[config.mk]
export PLATFORM = sky130hd
export DESIGN_NAME = fwd_mux_stage
export DESIGN_NICKNAME = d
export VERILOG_FILES = /design/src/rtl/fwd_mux_stage.sv
export SDC_FILE = /design/constraint.sdc
export NUM_CORES = 1
export LEC_CHECK = 0
export ABC_AREA = 1
export CELL_PAD_IN_SITES_DETAIL_PLACEMENT = 1
export CELL_PAD_IN_SITES_GLOBAL_PLACEMENT = 2
export CORE_MARGIN = 1.5
export CORE_UTILIZATION = 20
export DETAILED_ROUTE_END_ITERATION = 12
export GPL_TIMING_DRIVEN = 0
export PLACE_DENSITY_LB_ADDON = 0.12
export SLEW_MARGIN = 20
export SYNTH_ARGS = -nofsm -noshare
export SYNTH_HDL_FRONTEND = slang
export SYNTH_SLANG_ARGS = --single-unit
[constraint.sdc]
create_clock -name clk -period 1.3 [get_ports clk]
set_input_delay 0.26 -clock clk [delete_from_list [all_inputs] [get_ports clk]]
set_output_delay 0.26 -clock clk [all_outputs]
set_load 0.05 [all_outputs]
[src/rtl/fwd_mux_stage.sv]
// N-input select stage with a registered valid/ready output and a 2-entry skid buffer.
// in_ready comes from a register, so no combinational path exists from out_ready to in_ready.
//
// state | meaning
// EMPTY | no entry held; out_valid = 0
// ONE   | output register holds the oldest entry
// FULL  | output register plus skid register both hold entries; in_ready = 0
module fwd_mux_stage #(
  parameter int BIT_WIDTH  = 32,
  parameter int NUM_INPUTS = 4,
  parameter int SEL_WIDTH  = 2
) (
  input  logic                            clk,
  input  logic                            rst,
  input  logic [NUM_INPUTS*BIT_WIDTH-1:0] in_data,
  input  logic [SEL_WIDTH-1:0]            sel,
  input  logic                            in_valid,
  output logic                            in_ready,
  input  logic                            flush,
  output logic [BIT_WIDTH-1:0]            out_data,
  output logic [SEL_WIDTH-1:0]            out_sel,
  output logic                            out_err,
  output logic                            out_valid,
  input  logic                            out_ready
);

  if (NUM_INPUTS < 2 || NUM_INPUTS > 16 || SEL_WIDTH < $clog2(NUM_INPUTS)) begin : g_bad_param
    $error("fwd_mux_stage: NUM_INPUTS must be 2..16 and SEL_WIDTH >= clog2(NUM_INPUTS)");
  end

  typedef enum logic [1:0] {
    EMPTY = 2'd0,
    ONE   = 2'd1,
    FULL  = 2'd2
  } state_t;

  state_t                 state, state_nxt;
  logic [BIT_WIDTH-1:0]   mux_data;
  logic                   mux_err;
  logic [BIT_WIDTH-1:0]   sr_data;
  logic [SEL_WIDTH-1:0]   sr_sel;
  logic                   sr_err;
  logic                   in_xfer, out_xfer;
  logic                   load_or_in, load_or_sr, load_sr;

  // Out-of-range selects yield zero data, so unselected inputs never leak into the registers.
  always_comb begin
    mux_data = '0;
    mux_err  = 1'b1;
    for (int k = 0; k < NUM_INPUTS; k++) begin
      if (sel == SEL_WIDTH'(k)) begin
        mux_data = in_data[k*BIT_WIDTH +: BIT_WIDTH];
        mux_err  = 1'b0;
      end
    end
  end

  assign out_valid = (state != EMPTY);
  assign in_xfer   = in_valid & in_ready;
  assign out_xfer  = out_valid & out_ready;

  always_comb begin
    state_nxt  = state;
    load_or_in = 1'b0;
    load_or_sr = 1'b0;
    load_sr    = 1'b0;
    if (flush) begin
      state_nxt = EMPTY;
    end else begin
      case (state)
        EMPTY: begin
          if (in_xfer) begin
            state_nxt  = ONE;
            load_or_in = 1'b1;
          end
        end
        ONE: begin
          if (in_xfer && out_xfer) begin
            load_or_in = 1'b1;
          end else if (in_xfer) begin
            state_nxt = FULL;
            load_sr   = 1'b1;
          end else if (out_xfer) begin
            state_nxt = EMPTY;
          end
        end
        FULL: begin
          if (out_xfer) begin
            state_nxt  = ONE;
            load_or_sr = 1'b1;
          end
        end
        default: state_nxt = EMPTY;
      endcase
    end
  end

  always_ff @(posedge clk or negedge rst) begin
    if (!rst) begin
      state    <= EMPTY;
      in_ready <= 1'b1;
    end else begin
      state    <= state_nxt;
      in_ready <= (state_nxt != FULL);
    end
  end

  always_ff @(posedge clk or negedge rst) begin
    if (!rst) begin
      out_data <= '0;
      out_sel  <= '0;
      out_err  <= 1'b0;
    end else if (load_or_in) begin
      out_data <= mux_data;
      out_sel  <= sel;
      out_err  <= mux_err;
    end else if (load_or_sr) begin
      out_data <= sr_data;
      out_sel  <= sr_sel;
      out_err  <= sr_err;
    end
  end

  always_ff @(posedge clk or negedge rst) begin
    if (!rst) begin
      sr_data <= '0;
      sr_sel  <= '0;
      sr_err  <= 1'b0;
    end else if (load_sr) begin
      sr_data <= mux_data;
      sr_sel  <= sel;
      sr_err  <= mux_err;
    end
  end

endmodule

Word-level counts from Yosys, hierarchy flattened

Index checks and enable logic that the tools add are counted.
W data, S select, Z words.

Bits in registers: 73
Input bits: 135
Output and inout port bits: 37
Word-level logic and storage cells: 52

Equal/unequal tests: 6
Multiplexer cells: 31
Bitwise gates (word level): 2
Reductions and logical operators: 5

Operators with widths:

| operator             | number |
|---|---|
| $mux W32             | 6 |
| $mux W2              | 8 |
| $mux W1              | 15 |
| $eq A2 B2 Y1 const B | 3 |
| $pmux W2 S3          | 1 |
| $eq A2 B1 Y1 const B | 2 |
| $logic_not A2 Y1     | 2 |
| $reduce_bool A2 Y1   | 2 |
| $and A1 B1 Y1        | 2 |
| $ne A2 B2 Y1 const B | 1 |
| $pmux W1 S2          | 1 |
| $logic_and A1 B1 Y1  | 1 |

Logic depth before layout (Yosys ltp)

Word-level depth: 8
Depth in mapped cells: 10
Mapped depth without buffers: 8

Worst setup path before layout

OpenSTA, ideal clock, no wires.

Path type: register to register
From: reg in_ready
To: reg sr_data[17]
Setup time: 117 ps
Data arrival time: 1410 ps
Data required time: 1183 ps
Slack: -227 ps
Stages on the path, launching flop included: 10
Buffers on the path: 2
Clock period less this slack: 1527 ps
Path through: dfstp_2 -> nand2_1 -> inv_1 -> nand2_2 -> nor2_4 -> inv_2 -> buf_6 -> buf_6 -> nand2_1 -> nand2_1

Cells in the longest elaborated chain, start to end: 5
Elaborated cells on any way between the ends: 6
Classes of those cells: mux (4); bitwise (1); reduce/logical (1)

RTL lines:

| what                                                  | line   | text |
|---|---|---|
| start: declaration                                    | 18     | `output logic in_ready,` |
| start signal: assignment                              | 104    | `in_ready <= (state_nxt != FULL);` |
| $and A1 B1 Y1 (*)                                     | 59     | `assign in_xfer = in_valid & in_ready;` |
| $mux W1 / $logic_and A1 B1 Y1 (equally long branches) | 80, 78 |  |
| $mux W1 (*)                                           | 78     | `if (in_xfer && out_xfer) begin` |
| $mux W1 (*)                                           | 70     | `case (state)` |
| $mux W1 (*)                                           | 67     | `if (flush) begin` |
| end signal: assignment                                | 130    | `sr_data <= mux_data;` |
| end: declaration                                      | 40     | `logic [BIT_WIDTH-1:0] sr_data;` |

Every way passes the cells marked *; elsewhere a longest branch is shown, timed or not.
A chain may end at the register's enable or synchronous reset.

Worst setup path in the final report

From: reg in_ready
To: reg sr_data[13]

Same word-level chain as after synthesis.

==> out/results.tsv <==
stage	metric	value	unit
run_status	run status	complete, but fails checks	
run_status	violated checks	negative setup slack	
critical_path	Critical Path AT	1.75	ns
synth	commonest register cell after synthesis	dfrtp_1	
critical_path	CP most frequent cell	nand2_2	
routing	drt first pass iters	4	
place	worst slack, placed	-0.6668	ns
cells_and_area	area grow syn2layout	84.98	%
cts	CTS tree	yes	
cts	H-tree levels	3	
routing	vias per cell	4.486	
pwr	Leak	3.394	nW
synth	XOR/XNOR Fraction of Synth Area	0	%
flow_run	Max-Cap Viols	0	
critical_path	Crit. path cell count	9	
routing	Detail Route Antenna Nets	0	
timing	Final Slew Violations	0	
cts	Worst-path clk slew	0.06	ns
place	Placement Cell Area	6038	sq um
synth	Post-Synthesis Cells	542	
cts	Root Buffer	clkbuf_16	
synth	post-synthesis mux area share	0	%
synth	Synth Warn #	0	
timing	setup violation total in the final timing report	74	
synth	total nets after synthesis	677	
timing	unrepaired setup endpoints after global routing	yes	
timing	Worst-Margin Slew	0.6565	ns
synth	adder-cell share of the synthesized area	0	%
critical_path	critical path peak fanout	5	
synth	Compound-Gate Fraction of Synth Area	4.775	%
critical_path	Crit path max-delay family	flip-flops	
timing	Max Freq	654.6	MHz
floorplanning	chip width	144.1	um
cells_and_area	share of cells above drive strength 1	35.07	%
routing	WL/cell	18.14	um
pwr	total power	9.401	mW
cts	Clock Sinks	73	
grt	initial antenna violation count	0	
synth	EDFF count, synth	0	
routing	DRT iter0 DRCs	146	
timing	setup slack after layout	-0.2277	ns
critical_path	Worst Setup SP	in_ready	
synth	mean post-synth cell area	7.348	sq um
timing	Worst slew margin	56.23	%
grt	GRT overflow	0	
cells_and_area	Inserted Diodes	0	
place	dpl hpwl	12740	um
critical_path	slowest cell delay on critical path	0.54	ns
floorplanning	CORE AREA	19530	sq um
timing	final number of hold-violating endpoints	0	
grt	pin count of the biggest net entering global routing	42	
routing	DRC viols	0	
grt	GRT Total Usage	17.25	%
critical_path	Worst R2R Start	in_ready	
cts	Clock Latency Late Sink	0.34	ns
cells_and_area	final instance area	7367	sq um
place	GPL Wtd Cong	0.7493	
critical_path	flop2flop setup slack	-0.23	ns
critical_path	slowest cell on the critical path	dfstp_2	
routing	vias	4540	
critical_path	WP buf/inv	4	
critical_path	crit path to	sr_data[13]	
worst_hold_path	Min-Delay Path Class	in -> reg	
pwr	VDD IR max	0.6225	mV
critical_path	crit-path cells	nand2_2 > inv_4 > nand2_4 > nor2_4 > inv_2 > buf_8 > clkbuf_16 > nand2_2 > nand2_1	
floorplanning	die area	20770	sq um
timing	Clock Skews	0.006456	ns
pwr	Pwr per Cell Area	1276	nW/um^2
critical_path	path depth of the worst reg2reg path	9	
critical_path	critical path class	reg -> reg	
synth	asr flop ratio synth	100.0	%
floorplanning	effective utilization at floorplan	20.40	%
grt	first-pass GRT wire length	26300	um
critical_path	CP Capture Type	flop	
grt	vias in the first global route	4584	
cells_and_area	post-layout net count	877	
floorplanning	Rows	51	
floorplanning	die height	144.1	um
synth	Distinct cells, synth	23	
floorplanning	IO Pins	172	
routing	Total Wirelength	18360	um
synth	simple-gate share of the synthesized area	43.23	%
timing	post-layout minimum cycle time	1.528	ns
critical_path	worst flop-to-flop path endpoint	sr_data[13]	
synth	largest family of logic cells by synthesized area	simple AND/OR/NAND/NOR gates	
critical_path	Required @ worst endpoint	1.52	ns
timing	final worst-path cycle share	117.5	%
cts	CTS max path bufs	2	
critical_path	CP Launch Type	flop	
cts	number of buffers created by CTS	9	
place	I/O Buffers	169	
synth	register area share after synthesis	45.90	%
synth	synthesized cell area	3983	sq um
synth	post-synthesis register bit count	73	
power breakdown:
group / switching, mW / leakage, nW / internal [mW]
clock: 1.02 / 0.175 / 2.03
combinational: 1.76 / 2.30 / 1.31
sequential: 0.494 / 0.922 / 2.78
state kept, by name, indices dropped and copies added, names as in the netlist:
name      cells
out_err       1
sr_data      32
out_data     32
out_sel       2
sr_sel        2
in_ready      1
sr_err        1
state         2
area by class of cell:
type	count	area (sq um)
fill	2305	12160
tap	265	331.6
inverter	15	76.32
buffer	31	289.0
clock inverter	4	97.59
clock buffer	12	266.5
multi-input combinational	422	2570
timing repair buffer	190	1906
sequential	73	1831
cell usage in the layout (no fill, tap or decap), drive strengths merged, types with 7 or more instances in the layout:
cell type	instances
nand2	213
nand3	130
clkdlybuf4s50	129
dfrtp	72
buf	53
clkbuf	48
o21ai	37
or2	32
inv	14
nor2	7
synth_stat cells, types with 3 or more instances:
cell type | instances | area (sq um)
nor2_4 | 3 | 33.78
inv_1 | 8 | 30.03
or2_1 | 10 | 62.56
clkbuf_1 | 5 | 18.77
dfrtp_1 | 72 | 1802
buf_2 | 17 | 85.08
buf_6 | 4 | 45.04
nand2_1 | 211 | 792.0
nand3_1 | 130 | 650.6
o21ai_0 | 36 | 180.2
or2_2 | 22 | 137.6
inv_2 | 5 | 18.77
nor2_1 | 3 | 11.26
buf_4 | 4 | 30.03
kinds of logic after synthesis:
kind of cell / after synthesis
buf+inv: 47
simple gates: 384
flops: 73
compound gates: 38
repair_timing:
action | 4_1_cts | 5_1_grt
setup buffers | 9 | 4
gates cloned | 2 | 4
hold buffers | 1 | 0
gates resized for setup | 238 | 212
hold endpoints to repair | 39 | 0
pin swaps | 15 | 40
endpoints found under the setup margin | 109 | 74
how the worst min path moves through the flow:
stage               from           end  slack, ns  depth (start not counted)
2_1_floorplan        rst   out_data[0]      -0.04                          0
3_5_place_dp         rst  out_data[25]       0.29                          1
6_report       out_ready      state[1]       0.23                          2
3_3_place_gp     out_err       out_err       0.46                          2
4_1_cts           sel[0]     sr_sel[0]       0.32                          3
5_1_grt        out_ready      state[1]       0.24                          2
stage by stage:
| step | instances | hold slack (ns) | util, % | setup TNS [ns] |
|---|---|---|---|---|
| detailed placement | 977 | 0.2940 | 30.92 | -42.72 |
| CTS | 1004 | 0.3223 | 33.19 | -12.75 |
| finish | 1012 | 0.2307 | 37.73 | -11.37 |
| global route | 1012 | 0.2389 | 37.73 | -16.45 |
| floorplan | 542 | -0.03559 | - | -11.67 |
| global placement | 976 | 0.4568 | 30.83 | -250.94 |
metal layers:
| metal | up-vias | wire [um] | GRT usage (%) |
|---|---|---|---|
| met1 | 2217 | 7998 | 21.83 |
| met4 | 0 | 228 | 5.209 |
| met3 | 15 | 1214 | 4.272 |
| li1 | 2169 | - | - |
| met2 | 139 | 8914 | 28.88 |
| met5 | - | 0 | 0 |
(Power assumes the default switching activity.)
